===== src/rtl/uart_pkg.sv =====
// Shared UART definitions: FSM state encoding and bit-timing helpers.
// Used by both the receiver and the transmitter on the same serial link.
package uart_pkg;

  typedef enum logic [2:0] {
    ST_IDLE  = 3'd0,
    ST_START = 3'd1,
    ST_DATA  = 3'd2,
    ST_STOP  = 3'd3,
    ST_BREAK = 3'd4
  } uart_state_t;

  function automatic int calc_clks_per_bit(input int clk_hz, input int baud_rate);
    return clk_hz / baud_rate;
  endfunction

  // Bits needed to count 0..clks_per_bit-1, never less than one.
  function automatic int calc_timer_width(input int clks_per_bit);
    int w;
    w = 1;
    while ((1 << w) < clks_per_bit) begin
      w = w + 1;
    end
    return w;
  endfunction

endpackage


===== src/rtl/sync_2ff.sv =====
// Two-flop synchroniser for a single asynchronous input.
// Both flops reset to RESET_VAL so an idle-high line does not look active after reset.
module sync_2ff #(
  parameter logic RESET_VAL = 1'b1
) (
  input  logic i_clk,
  input  logic i_rst,
  input  logic i_d,
  output logic o_q
);

  logic r_meta;
  logic r_sync;

  always_ff @(posedge i_clk) begin
    if (i_rst) begin
      r_meta <= RESET_VAL;
      r_sync <= RESET_VAL;
    end else begin
      r_meta <= i_d;
      r_sync <= r_meta;
    end
  end

  assign o_q = r_sync;

endmodule


===== src/rtl/uart_rx.sv =====
// 8N1 UART receiver: mid-bit sampling, stop-bit check, valid/ready byte output
// with frame-error and overrun pulses.
module uart_rx #(
  parameter int CLK_HZ    = 50_000_000,
  parameter int BAUD_RATE = 115_200
) (
  input  logic       i_clk,
  input  logic       i_rst,
  input  logic       i_rxd,
  input  logic       i_rx_ready,
  output logic       o_rx_valid,
  output logic [7:0] o_rx_data,
  output logic       o_rx_frame_err,
  output logic       o_rx_overrun
);

  import uart_pkg::*;

  localparam int CLKS_PER_BIT = calc_clks_per_bit(CLK_HZ, BAUD_RATE);
  localparam int HALF_BIT     = CLKS_PER_BIT / 2;
  localparam int TIMER_W      = calc_timer_width(CLKS_PER_BIT);

  localparam logic [TIMER_W-1:0] C_BIT_LAST  = TIMER_W'(CLKS_PER_BIT - 1);
  localparam logic [TIMER_W-1:0] C_HALF_LAST = TIMER_W'((HALF_BIT > 0) ? HALF_BIT - 1 : 0);
  localparam logic [TIMER_W-1:0] C_ONE       = TIMER_W'(1);

  logic               w_rxd_s;
  logic               w_bit_done;
  logic               w_half_done;

  uart_state_t        r_state;
  logic [TIMER_W-1:0] r_timer;
  logic [2:0]         r_bit_index;
  logic [7:0]         r_shift;
  logic               r_deliver;
  logic               r_frame_err;
  logic               r_rx_valid;
  logic [7:0]         r_rx_data;
  logic               r_overrun;

  sync_2ff #(
    .RESET_VAL (1'b1)
  ) u_sync (
    .i_clk (i_clk),
    .i_rst (i_rst),
    .i_d   (i_rxd),
    .o_q   (w_rxd_s)
  );

  assign w_bit_done  = (r_timer == C_BIT_LAST);
  assign w_half_done = (r_timer == C_HALF_LAST);

  always_ff @(posedge i_clk) begin
    if (i_rst) begin
      r_state     <= ST_IDLE;
      r_timer     <= '0;
      r_bit_index <= '0;
      r_shift     <= '0;
      r_deliver   <= 1'b0;
      r_frame_err <= 1'b0;
    end else begin
      r_deliver   <= 1'b0;
      r_frame_err <= 1'b0;
      unique case (r_state)
        ST_IDLE: begin
          r_timer <= '0;
          if (!w_rxd_s) begin
            r_state <= ST_START;
          end
        end
        ST_START: begin
          // Start bit must still be low at its centre, otherwise it was a glitch.
          if (w_half_done) begin
            r_timer     <= '0;
            r_bit_index <= '0;
            r_state     <= w_rxd_s ? ST_IDLE : ST_DATA;
          end else begin
            r_timer <= r_timer + C_ONE;
          end
        end
        ST_DATA: begin
          if (w_bit_done) begin
            r_timer <= '0;
            r_shift <= {w_rxd_s, r_shift[7:1]};
            if (r_bit_index == 3'd7) begin
              r_state <= ST_STOP;
            end else begin
              r_bit_index <= r_bit_index + 3'd1;
            end
          end else begin
            r_timer <= r_timer + C_ONE;
          end
        end
        ST_STOP: begin
          if (w_bit_done) begin
            r_timer <= '0;
            if (w_rxd_s) begin
              r_deliver <= 1'b1;
              r_state   <= ST_IDLE;
            end else begin
              r_frame_err <= 1'b1;
              r_state     <= ST_BREAK;
            end
          end else begin
            r_timer <= r_timer + C_ONE;
          end
        end
        ST_BREAK: begin
          // A held-low line is a break, not a stream of zero bytes.
          r_timer <= '0;
          if (w_rxd_s) begin
            r_state <= ST_IDLE;
          end
        end
        default: begin
          r_timer <= '0;
          r_state <= ST_IDLE;
        end
      endcase
    end
  end

  always_ff @(posedge i_clk) begin
    if (i_rst) begin
      r_rx_valid <= 1'b0;
      r_rx_data  <= '0;
      r_overrun  <= 1'b0;
    end else begin
      r_overrun <= 1'b0;
      if (r_deliver) begin
        // A byte arriving while the previous one is still unconsumed is dropped.
        if (!r_rx_valid || i_rx_ready) begin
          r_rx_data  <= r_shift;
          r_rx_valid <= 1'b1;
        end else begin
          r_overrun <= 1'b1;
        end
      end else if (r_rx_valid && i_rx_ready) begin
        r_rx_valid <= 1'b0;
      end
    end
  end

  assign o_rx_valid     = r_rx_valid;
  assign o_rx_data      = r_rx_data;
  assign o_rx_frame_err = r_frame_err;
  assign o_rx_overrun   = r_overrun;

endmodule


===== config.mk =====
export PLATFORM = sky130hd
export DESIGN_NAME = uart_rx
export DESIGN_NICKNAME = d
export VERILOG_FILES = /design/src/rtl/uart_pkg.sv /design/src/rtl/sync_2ff.sv /design/src/rtl/uart_rx.sv
export SDC_FILE = /design/constraint.sdc
export NUM_CORES = 1
export LEC_CHECK = 0
export ABC_AREA = 1
export CORE_MARGIN = 2
export CORE_UTILIZATION = 55
export CTS_CLUSTER_DIAMETER = 120
export DETAILED_ROUTE_END_ITERATION = 8
export PLACE_DENSITY = 0.77
export SYNTH_ARGS = -nofsm -noshare
export SYNTH_HDL_FRONTEND = slang
export SYNTH_SLANG_ARGS = --single-unit

===== constraint.sdc =====
create_clock -name i_clk -period 1.9 [get_ports i_clk]
set_clock_uncertainty 0.05 [all_clocks]
set_input_delay 0.475 -clock i_clk [delete_from_list [all_inputs] [get_ports i_clk]]
set_output_delay 0.475 -clock i_clk [all_outputs]
set_load 0.02 [all_outputs]

==> impl_metrics.py, run 1 <==
metrics = {
    "min_path": {
        "timing.hold.worst.class": "register to register",
        "hold_start": "u_sync.r_meta",
    },
    "drt": {
        "via_count": 1301,
        "drt_first_pass_iters": 4,
        "post_drt_via_cell_ratio": 4.87,
        "drt-initial-drc-count": 62,
        "average_detailed_routed_wire_length_per_instance_um": 10.3,
        "drt_wl_total_um": 2760,
        "antenna_left": 0,
        "detail_route.drc_violations": 0,
    },
    "setup_path": {
        "worstPathArrival_ps": 1280,
        "timing.critical_path.fanout_max": 2,
        "delay_heaviest_family_cp": "buffers and inverters",
        "crit-reg2reg-launch": "r_timer[0]",
        "startpoint": "o_rx_data[5]",
        "path_buf_inv": 1,
        "crit_chain": "clkdlybuf4s50_1",
        "critPathRequiredTime_ps": 1370,
        "critPathMaxStageDelay_ps": 600,
        "crit_path_end_kind": "output pin",
        "worst_setup_path_start_kind": "register",
        "critical-path-slowest-cell": "sky130_fd_sc_hd__clkdlybuf4s50_1",
        "worst-setup-path-type": "register to output pin",
    },
    "timing": {
        "finalCriticalPeriod_ps": 1810,
        "report.final.hold_viol_count": 0,
        "max_clock_freq_mhz": 553,
        "report.final.setup_viol": 0,
        "timing.setup.tns_ps": 0,
        "worst_setup_slack_after_layout_ps": 91.7,
        "grt_setup_unrepaired": "no",
        "period_share_pct": 95.2,
        "timing.slew.headroom_pct": 81.3,
        "finalMaxSlewViolations": 0,
        "holdWs_ps": 372,
        "max_slew.worst_pin.slew_ps": 279,
    },
    "power": {
        "power_density_nw_per_um2": 931,
        "ir_worst_vdd_mv": 0.580,
        "share_comb_of_total_power_pct": 28.2,
        "total_switching_power_uw": 626,
        "clkPwrFrac_pct": 22.2,
        "power_switching_share_pct": 35.4,
        "power.sequential.fraction_pct": 49.6,
        "leakagePower_nw": 0.831,
        "power_report.internal_total_mw": 1.14,
        "finalPower_mw": 1.77,
    },
    "floorplan": {
        "num_io_pins": 15,
        "dieHeight_um": 59.2,
        "row_count": 20,
        "core_area_um2": 2980,
        "die_area_um2": 3510,
        "die_x_um": 59.2,
        "initial_core_util_pct": 56.3,
    },
    "clocking": {
        "post_cts_setup_buffers": 0,
        "cts_tree": "built",
        "cts.hold.buffers_added": 0,
        "htree_num_levels": 2,
        "cts_inserted_buffers": 5,
        "ctsResizeCount": 0,
        "clock_tree_buffer_depth": 2,
        "clock_network_latency_to_the_later_pin_of_the_worst_skew_pair_ps": 340,
        "clockRootBuffer": "sky130_fd_sc_hd__clkbuf_4",
        "cts.sinks": 37,
        "clk_transition_reported_paths_ps": 120,
    },
    "logic_synthesis": {
        "ys_async_sr_fraction_pct": 0,
        "synth.ff_latch_count": 37,
        "netlist_area_um2": 1680,
        "ys_warn_count": 0,
        "yosysSeqAreaShare_pct": 44.2,
        "yosys.cell_types.count": 31,
        "synth_largest_type_area_fraction_pct": 44.2,
        "yosys.cell_count.top_type": "sky130_fd_sc_hd__nor2_1",
        "synth-edff-count": 0,
        "synth_common_cells": "sky130_fd_sc_hd__nor2_1, sky130_fd_sc_hd__dfxtp_1, sky130_fd_sc_hd__inv_1",
        "postSynthAreaPerCell_um2": 7.83,
        "primary_flip_flop_cell_chosen_by_synthesis_mapping": "sky130_fd_sc_hd__dfxtp_1",
        "synth.net_count": 223,
        "post_synth_inst_count": 214,
        "synth_area_leaders": "sky130_fd_sc_hd__dfxtp_1, sky130_fd_sc_hd__nor2_1, sky130_fd_sc_hd__inv_1",
        "synthDominantAreaCellType": "sky130_fd_sc_hd__dfxtp_1",
    },
    "grt": {
        "grt.total_usage_pct": 18.3,
        "antenna_found_initial": 0,
        "gr-total-overflow": 0,
        "grt_pass1_wl_um": 4830,
        "grt_start_max_net_pins": 25,
        "first_global_vias": 1181,
    },
    "layout": {
        "finish.utilization_pct": 63.8,
        "relative_area_change_from_synthesis_to_final_layout_pct": 13.4,
        "antenna_cells": 0,
        "drive_above_1_share_pct": 15.8,
        "nets": 242,
    },
    "placed_design": {
        "finalWeightedCongestion": 0.868,
        "setup_slack_at_placement_ps": 167,
        "place.port_buffers": 14,
        "detailed_place_hpwl_um": 2010,
    },
    "flow_run": {
        "timing.max_cap.violations": 0,
    },
    "outcome": {
        "run_status": "complete, no violations",
    },
}
[placed cells by master (no fill, tap or decap), types with 2 or more instances in the layout]
cell type                         Yosys  layout
sky130_fd_sc_hd__nand2_1             25      25
sky130_fd_sc_hd__o21ai_0             12      12
sky130_fd_sc_hd__xor2_1               2       2
sky130_fd_sc_hd__nand3_1             10      10
sky130_fd_sc_hd__nor2_1              43      43
sky130_fd_sc_hd__ha_1                 5       5
sky130_fd_sc_hd__clkinv_2             0       2
sky130_fd_sc_hd__inv_2                4       4
sky130_fd_sc_hd__dfxtp_1             37      37
sky130_fd_sc_hd__clkbuf_4             0       5
sky130_fd_sc_hd__o21ai_1              3       3
sky130_fd_sc_hd__nand2_2              6       6
sky130_fd_sc_hd__o21ai_2              3       3
sky130_fd_sc_hd__a21oi_2              2       2
sky130_fd_sc_hd__clkdlybuf4s50_1      0      14
sky130_fd_sc_hd__nor3b_2              3       3
sky130_fd_sc_hd__inv_1               29      29
sky130_fd_sc_hd__nor3_1               4       4
sky130_fd_sc_hd__or2_2                2       2
sky130_fd_sc_hd__nand2_4              2       2
sky130_fd_sc_hd__a21oi_1              9       9
[final cells by class]
| class | count | area (um2) |
|---|---|---|
| Timing Repair Buffer | 16 | 168 |
| Multi-Input combinational cell | 140 | 776 |
| Clock inverter | 2 | 10.0 |
| Clock buffer | 6 | 41.3 |
| Inverter | 33 | 124 |
| Sequential cell | 37 | 741 |
| Fill cell | 272 | 1080 |
| Tap cell | 33 | 41.3 |
[worst paths after layout]
path	endpoint	slack, ps	depth (start not counted)
setup / recovery	o_rx_data[5]	90	1
hold / removal	u_sync.o_q	370	1
setup reg to reg	r_shift[3]	340	8
hold reg to reg	u_sync.o_q	370	1
[per-stage QoR]
| stage | instance area [um2] | instances |
|---|---|---|
| 6_report | 1900 | 267 |
| 5_1_grt | 1900 | 267 |
| 4_1_cts | 1900 | 267 |
| 3_5_place_dp | 1850 | 259 |
| 3_3_place_gp | 1850 | 259 |
| 2_1_floorplan | 1680 | 214 |
[registers in the layout, summed over array words and instances (netlist names)]
signal	flops
u_sync.r_meta	1
r_timer	9
u_sync.o_q	1
r_shift	8
r_deliver	1
o_rx_data	8
o_rx_frame_err	1
r_state	3
o_rx_overrun	1
o_rx_valid	1
r_bit_index	3
[layer usage]
metal | global-route usage [%] | share of wire [%]
met3 | 4.59 | 4.1
met2 | 29.0 | 48
met1 | 22.6 | 46
met4 | 9.74 | 2.2
met5 | 0 | 0
[power by group through the flow]
stage               clock (mW)  sequential, mW  combinational (mW)
floorplan                    0           0.886               0.423
global placement             0           0.894               0.493
detailed placement           0           0.895               0.503
CTS                      0.407           0.877               0.504
global route             0.442           0.888               0.580
finish                   0.392           0.878               0.498
[logic make-up (layout without fill, tap and decap cells)]
logic type	after synthesis	count (layout)	synth area share, %
compound gates	30	30	10.1
xor+xnor	3	3	1.57
fa+ha+maj	5	5	3.73
buf+inv	37	57	9.55
flops	37	37	44.2
simple gates	102	102	30.8
No activity file was read; power rests on OpenSTA's default activity.
==> inputs of run 2 (changes only) <==
--- a/config.mk
+++ b/config.mk
@@ -10,7 +10,7 @@
 export CORE_UTILIZATION = 55
 export CTS_CLUSTER_DIAMETER = 120
 export DETAILED_ROUTE_END_ITERATION = 8
-export PLACE_DENSITY = 0.77
+export PLACE_DENSITY = 0.73
 export SYNTH_ARGS = -nofsm -noshare
 export SYNTH_HDL_FRONTEND = slang
 export SYNTH_SLANG_ARGS = --single-unit
==> run 2 against run 1 <==
Compared with the run above: cell count shrank 0.37%; sequential power is essentially flat; maximum frequency shrank 0.25%; sequential share of layout area shrank 0.077 points; register-to-register slack is essentially flat; count of clock-buffer cells in the layout grew 1; die area is the same; combinational power grew 3%; wire length grew 8.4%; non-clock buffer count is the same; critical endpoint is now o_rx_data[2].
==> impl_metrics.py, run 2 (same netlist as run 1, synthesis figures left out) <==
metrics = {
    "drt": {
        "drt_first_pass_iters": 4,
        "drt-initial-drc-count": 50,
        "via_count": 1322,
        "average_detailed_routed_wire_length_per_instance_um": 11.2,
        "post_drt_via_cell_ratio": 4.97,
        "antenna_left": 0,
        "detail_route.drc_violations": 0,
        "drt_wl_total_um": 2990,
    },
    "setup_path": {
        "crit_path_end_kind": "output pin",
        "worst-setup-path-type": "register to output pin",
        "path_buf_inv": 1,
        "critPathRequiredTime_ps": 1370,
        "crit_chain": "clkdlybuf4s50_1",
        "worst_setup_path_start_kind": "register",
        "worstPathArrival_ps": 1290,
        "critPathMaxStageDelay_ps": 610,
        "timing.critical_path.fanout_max": 2,
        "critical-path-slowest-cell": "sky130_fd_sc_hd__clkdlybuf4s50_1",
        "delay_heaviest_family_cp": "buffers and inverters",
    },
    "floorplan": {
        "num_io_pins": 15,
        "die_x_um": 59.2,
        "initial_core_util_pct": 56.3,
        "die_area_um2": 3510,
        "core_area_um2": 2980,
        "row_count": 20,
        "dieHeight_um": 59.2,
    },
    "layout": {
        "mostFrequentLayoutCell": "sky130_fd_sc_hd__nor2_1",
        "antenna_cells": 0,
        "layout.filler_cells": 262,
        "nets": 242,
        "layout.cell_area.non_filler_um2": 1900,
        "largest_reg_flops": 9,
        "mostFrequentLayoutCells": "sky130_fd_sc_hd__nor2_1, sky130_fd_sc_hd__dfxtp_1, sky130_fd_sc_hd__inv_1",
        "relative_area_change_from_synthesis_to_final_layout_pct": 13.6,
        "register_with_the_highest_flop_count": "r_timer",
        "drive_above_1_share_pct": 15.5,
        "layoutNonFillerInstCount": 266,
    },
    "power": {
        "ir_worst_vdd_mv": 0.659,
        "power_density_nw_per_um2": 946,
        "leakagePower_nw": 0.831,
        "finalPower_mw": 1.80,
    },
    "clocking": {
        "clk_transition_reported_paths_ps": 100,
        "post_cts_setup_buffers": 0,
        "cts.hold.buffers_added": 0,
        "clockRootBuffer": "sky130_fd_sc_hd__clkbuf_4",
        "clock_network_latency_to_the_later_pin_of_the_worst_skew_pair_ps": 330,
        "ctsResizeCount": 0,
        "cts_inserted_buffers": 5,
        "cts.sinks": 37,
        "htree_num_levels": 2,
        "cts_tree": "built",
        "clock_tree_buffer_depth": 2,
    },
    "grt": {
        "antenna_found_initial": 0,
        "grt.total_usage_pct": 19.4,
        "grt_pass1_wl_um": 5200,
        "grt_start_max_net_pins": 24,
        "first_global_vias": 1277,
        "gr-total-overflow": 0,
    },
    "timing": {
        "finalCriticalPeriod_ps": 1810,
        "grt_setup_unrepaired": "no",
        "timing.slew.headroom_pct": 78.8,
        "max_slew.worst_pin.slew_ps": 316,
        "timing.setup.tns_ps": 0,
        "period_share_pct": 95.4,
        "report.final.setup_viol": 0,
        "report.final.hold_viol_count": 0,
        "max_clock_freq_mhz": 552,
        "finalMaxSlewViolations": 0,
    },
    "placed_design": {
        "finalWeightedCongestion": 0.848,
        "dp_cell_count": 259,
        "detailed_place_hpwl_um": 2270,
        "place.port_buffers": 14,
        "area_after_dpl_um2": 1850,
    },
    "outcome": {
        "run_status": "complete, no violations",
    },
    "flow_run": {
        "timing.max_cap.violations": 0,
    },
    "min_path": {
        "timing.hold.worst.class": "register to register",
    },
}
-- run 2: report_power, final --
part | switching, mW | internal (mW)
Clock | 0.234 | 0.175
Combinational | 0.334 | 0.177
Sequential | 0.0566 | 0.824
-- run 2: cell type report --
cell class,instances,area (um2),area share [%]
multi-input cells,140,776,40.7
flip-flops and latches,37,741,38.9
repair buffers,16,168,8.80
inverters,33,124,6.50
clock buffers,7,55.1,2.89
well taps,33,41.3,2.17
-- run 2: worst register-to-register path: cells and delay by family, from the launching register on --
family	cells	cell delay [ps]
adders and majority gates	1	180
buffers and inverters	1	40
and+or+nand+nor	7	840
DFF	1	420
-- run 2: per-layer routing --
layer  vias up  share of wire, %  global-route usage [%]
met4         0              0.84                    4.87
met3         2               3.5                    5.90
met5         -                 0                       0
met1       596                43                    21.5
li1        702                 -                       -
met2        22                53                    35.6
-- run 2: per-stage QoR --
stage / utilization [%] / hold slack (ps) / worst slack, ps
final: 63.9 / 383 / 87.2
after global routing: 63.9 / 417 / 40.9
after CTS: 63.9 / 387 / 66.9
after detailed placement: 62.1 / 356 / 171
after global placement: 62.1 / 352 / 218
after floorplan: - / 339 / 538
-- run 2: path summary, 6_finish.rpt --
check / slack (ps) / to / from / depth (start not counted)
worst max register to register: 330 / r_bit_index[0] / r_timer[0] / 9
worst min register to register: 380 / u_sync.o_q / u_sync.r_meta / 1
worst min-delay path: 380 / u_sync.o_q / u_sync.r_meta / 1
worst max-delay path: 90 / o_rx_data[2] / o_rx_data[2] / 1
==> variant 1 (settings of run 1) <==
The 5 states of `uart_state_t` get a one-hot encoding in 5 bits.
--- a/src/rtl/uart_pkg.sv
+++ b/src/rtl/uart_pkg.sv
@@ -2,12 +2,12 @@
 // Used by both the receiver and the transmitter on the same serial link.
 package uart_pkg;
 
-  typedef enum logic [2:0] {
-    ST_IDLE  = 3'd0,
-    ST_START = 3'd1,
-    ST_DATA  = 3'd2,
-    ST_STOP  = 3'd3,
-    ST_BREAK = 3'd4
+  typedef enum logic [4:0] {
+    ST_IDLE  = 5'b00001,
+    ST_START = 5'b00010,
+    ST_DATA  = 5'b00100,
+    ST_STOP  = 5'b01000,
+    ST_BREAK = 5'b10000
   } uart_state_t;
 
   function automatic int calc_clks_per_bit(input int clk_hz, input int baud_rate);
Function: no difference found for any inputs over 10 cycles, from zero or initial values and one cycle with i_rst high; not proved beyond that.
==> variant 1 against run 1 <==
Total power grew 4.5%; hold slack better by 5.0 ps; cell area rose by 6.8%; sequential cell count is 2 higher; worst setup slack worse by 40 ps; critical endpoint is now o_rx_data[6]; synthesized area rose by 6.0%; highest routed layer unchanged; wire length is 12% higher.
==> variant 1: results (changes against run 1) <==
| Metric | Value |
|---|---|
| 1st-pass router iterations | `4 (unchanged)` |
| Reg2reg path depth | `9 (+1)` |
| Worst-path clk slew | `110 ps` |
| CTS buffer count | `5 (unchanged)` |
| Worst Hold Class | `register to register` |
| Avg WL per Cell | `10.69 um (+3.6%)` |
| Slack of the critical path | `51.25 ps (-40.50 ps)` |
| Synth cell count leaders | `dfxtp_1, nor2_1, inv_1` |
| Worst vdd ir | `0.5762 mV (-0.66%)` |
| Placed cells | `281 (+8.5%)` |
| Arr. time, crit path | `1320 ps (+40 ps)` |
| Synth area leaders | `dfxtp_1, nor2_1, inv_1` |
| First-pass GRT wire length | `5009 um (+3.7%)` |
| RR Endpoint | `r_state[1]` |
| Ant. Diodes | `0 (unchanged)` |
| Hpwl dp | `2246 um (+12%)` |
| Leak | `0.8182 nW (-1.6%)` |
| Largest net degree at the start of global routing | `17 (-32%)` |
| Hold slack | `376.8 ps (+5.048 ps)` |
| Global placer's final weighted congestion | `0.8594 (-1.0%)` |
| Nets@finish | `253 (+4.5%)` |
| Status | `finished, final reports clean` |
| Worst slew pin tran | `314.8 ps (+35.93 ps)` |
| Post-Syn Instances | `223 (+4.2%)` |
| Final non-filler cell total | `288 (+7.9%)` |
| Total placed instance area | `1979 um^2 (+7.0%)` |
| Share of cells above drive strength 1 | `17.21% (+1.4 points)` |
| Initial DRC count | `57 (-8.1%)` |
| Met1 Usage GRT | `24.07% (+1.4 points)` |
| Vias in the first global route | `1,176 (-0.42%)` |
| M2 GR Usage | `28.11% (-0.93 points)` |
| Post-synthesis cell type count | `27 (-13%)` |
| Setup slack, reg-to-reg | `360 ps (+20 ps)` |
| Syn nets | `232 (+4.0%)` |
| GR Util met3 | `5.757% (+1.2 points)` |
| GRT Total Usage | `18.61% (+0.33 points)` |
| Setup slack at placement | `225.3 ps (+58.25 ps)` |
| Vias per inst | `4.736 (-2.8%)` |
| Register area share after synthesis | `43.94% (-0.24 points)` |
==> variant 1: cell count changes in the layout (fill, tap and decap cells not counted), moves of 3 or more <==
| cell | delta |
|---|---|
| buf_4 | +3 |
| o21ai_2 | -3 |
| nor2_2 | +5 |
| nor2_1 | -12 |
| a21oi_1 | +8 |
| nand4_1 | +4 |
==> variant 1: how the worst max path moves through the flow <==
| stage | start | to | depth (start not counted) |
|---|---|---|---|
| after global routing | o_rx_data[6] | o_rx_data[6] | 1 |
| after floorplan | r_timer[0] | r_shift[5] | 8 |
| after global placement | i_rx_ready | o_rx_data[0] | 7 |
| after detailed placement | i_rx_ready | o_rx_data[7] | 6 |
| final | o_rx_data[6] | o_rx_data[6] | 1 |
| after CTS | o_rx_data[6] | o_rx_data[6] | 1 |
==> variant 1: final cells by class <==
cell class	count	area, um^2
clock buffers	5	37.54
multi-input cells	149	854.6
well taps	44	55.05
inverters	31	118.9
clock inverters	2	13.76
flip-flops and latches	39	780.7
repair buffers	18	170.2
fillers	288	1022
==> variant 1: cell families after synthesis <==
group           Yosys count  synth area share (%)
fa+ha+maj                 5                 3.521
simple gates            103                 31.76
buf+inv                  35                 7.958
flops                    39                 43.94
xor+xnor                  4                 1.972
compound gates           37                 10.85
==> variant 1: per-layer routing <==
layer,routed length (um),part of all wire (%)
met5,0,0
met4,34,1.1
met3,106,3.4
met2,1378,45
met1,1560,51
==> variant 1: where the power goes <==
part,switching [mW],leakage [nW],internal [mW]
Clock,0.270,0.0310,0.137
Sequential,0.0397,0.315,0.868
Combinational,0.341,0.472,0.193
==> variant 2 (flow settings as in run 1) <==
Made on the original files. `BAUD_RATE`: 115_200 -> 460_800.
--- a/src/rtl/uart_rx.sv
+++ b/src/rtl/uart_rx.sv
@@ -2,7 +2,7 @@
 // with frame-error and overrun pulses.
 module uart_rx #(
   parameter int CLK_HZ    = 50_000_000,
-  parameter int BAUD_RATE = 115_200
+  parameter int BAUD_RATE = 460_800
 ) (
   input  logic       i_clk,
   input  logic       i_rst,
Behaviour: same outputs for any inputs over 10 cycles, from zero or initial values and one cycle with i_rst high; that may be too few to reach the edited logic, so the function may still have changed.
==> variant 2 against run 1 <==
Total power is 11% higher; cell area is 8.7% lower; sequential cell count is 2 lower; synthesized area is 12% lower; sequential power is 3.1% lower; wire length is 1.6% lower; worst setup slack worse by 43 ps; largest cell class is now flip-flops and latches; largest power group unchanged; highest routed layer unchanged.
==> variant 2: results (changes against run 1) <==
| Metric | Value |
|---|---|
| Nets@finish | `221 (-8.7%)` |
| Max clock buf depth | `2 (unchanged)` |
| Post-Syn Instances | `192 (-10%)` |
| Final non-filler cell total | `244 (-8.6%)` |
| Setup slack at placement | `148.0 ps (-18.97 ps)` |
| Pint | `1.270 mW (+11%)` |
| Crit path largest cell delay | `630 ps (+30 ps)` |
| Vias in the first global route | `1,124 (-4.8%)` |
| # fillers | `218 (-20%)` |
| Synth cell count leaders | `dfxtp_1, nor2_1, inv_1` |
| Leak | `0.7711 nW (-7.2%)` |
| First-pass GRT wire length | `4692 um (-2.9%)` |
| Worst vdd ir | `1.234 mV (+110%)` |
| Post-Route WL | `2713 um (-1.6%)` |
| Global placer's final weighted congestion | `0.8224 (-5.3%)` |
| Register area share after synthesis | `47.54% (+3.4 points)` |
| Syn nets | `200 (-10%)` |
| GRT Total Usage | `19.23% (+0.95 points)` |
| 1st-pass router iterations | `4 (unchanged)` |
| Hpwl dp | `1962 um (-2.5%)` |
| Sequential share of power | `43.4% (-6.2 points)` |
| Worst slew pin tran | `325.2 ps (+46.38 ps)` |
| Post-CTS setup buffers | `0 (unchanged)` |
| Status | `finished, final reports clean` |
| PortBufs | `14 (unchanged)` |
| Share of cells above drive strength 1 | `12.62% (-3.2 points)` |
| Vias per inst | `4.992 (+2.4%)` |
| Arr. time, crit path | `1330 ps (+50 ps)` |
| Synth area leaders | `dfxtp_1, nor2_1, inv_1` |
| Initial DRC count | `15 (-76%)` |
| CTS buffer count | `5 (unchanged)` |
| Largest net degree at the start of global routing | `17 (-32%)` |
| Post-synthesis cell type count | `23 (-26%)` |
| H-tree levels | `2 (unchanged)` |
variant 2: changes by cell type after synthesis, sizes merged, moves of 2 or more:
cell,before,now
dfxtp,37,35
nor2,46,38
nor3,5,3
inv,33,30
nand3,12,10
a21oi,11,13
nor3b,3,0
nand2,33,29
variant 2: layout make-up:
class                      count  area, um^2  area share [%]
sequential                    35       700.7           40.38
multi-input combinational    124       640.6           36.91
timing repair buffer          17       162.7           9.373
inverter                      30       112.6           6.489
clock inverter                 3       43.79           2.523
clock buffer                   5       37.54           2.163
tap                           30       37.54           2.163
variant 2: logic make-up (layout without fill, tap and decap cells):
| kind of cell | after synthesis | in the layout | share of synthesized area (%) |
|---|---|---|---|
| AO/OA/AOI/OAI | 31 | 31 | 11.04 |
| XOR/XNOR | 5 | 5 | 2.972 |
| adder cells (fa/ha/maj) | 4 | 4 | 3.396 |
| buffers and inverters | 33 | 55 | 8.998 |
| flip-flops | 35 | 35 | 47.54 |
| AND/OR/NAND/NOR | 84 | 84 | 26.06 |
variant 2: final timing paths:
check                      from      endpoint  slack (ps)  cells past startpoint
setup / recovery   o_rx_data[1]  o_rx_data[1]          50                      1
hold / removal    u_sync.r_meta    u_sync.o_q         370                      1
setup reg to reg     r_timer[0]    r_shift[3]         380                      8
hold reg to reg   u_sync.r_meta    u_sync.o_q         370                      1
variant 2: metal layers:
metal	vias to the layer above	share of wire, %	track usage (%)
met1	545	45	23.63
li1	640	-	-
met4	0	1.6	9.408
met2	28	49	31.46
met3	5	4.6	4.651
met5	-	0	0
variant 2: power groups by stage:
stage,Clock (mW),Sequential (mW),Combinational (mW)
finish,0.545,0.851,0.563
global route,0.578,0.864,0.657
CTS,0.558,0.851,0.562
detailed placement,0,0.868,0.556
global placement,0,0.864,0.544
floorplan,0,0.855,0.472
variant 2: through the flow:
| step | hold slack [ps] | util [%] | cell area (um^2) |
|---|---|---|---|
| floorplan | 339.5 | - | 1474 |
| global placement | 346.7 | 66.17 | 1654 |
| detailed placement | 358.8 | 66.17 | 1654 |
| CTS | 373.5 | 69.42 | 1735 |
| global route | 387.2 | 69.42 | 1735 |
| finish | 375.0 | 69.42 | 1735 |
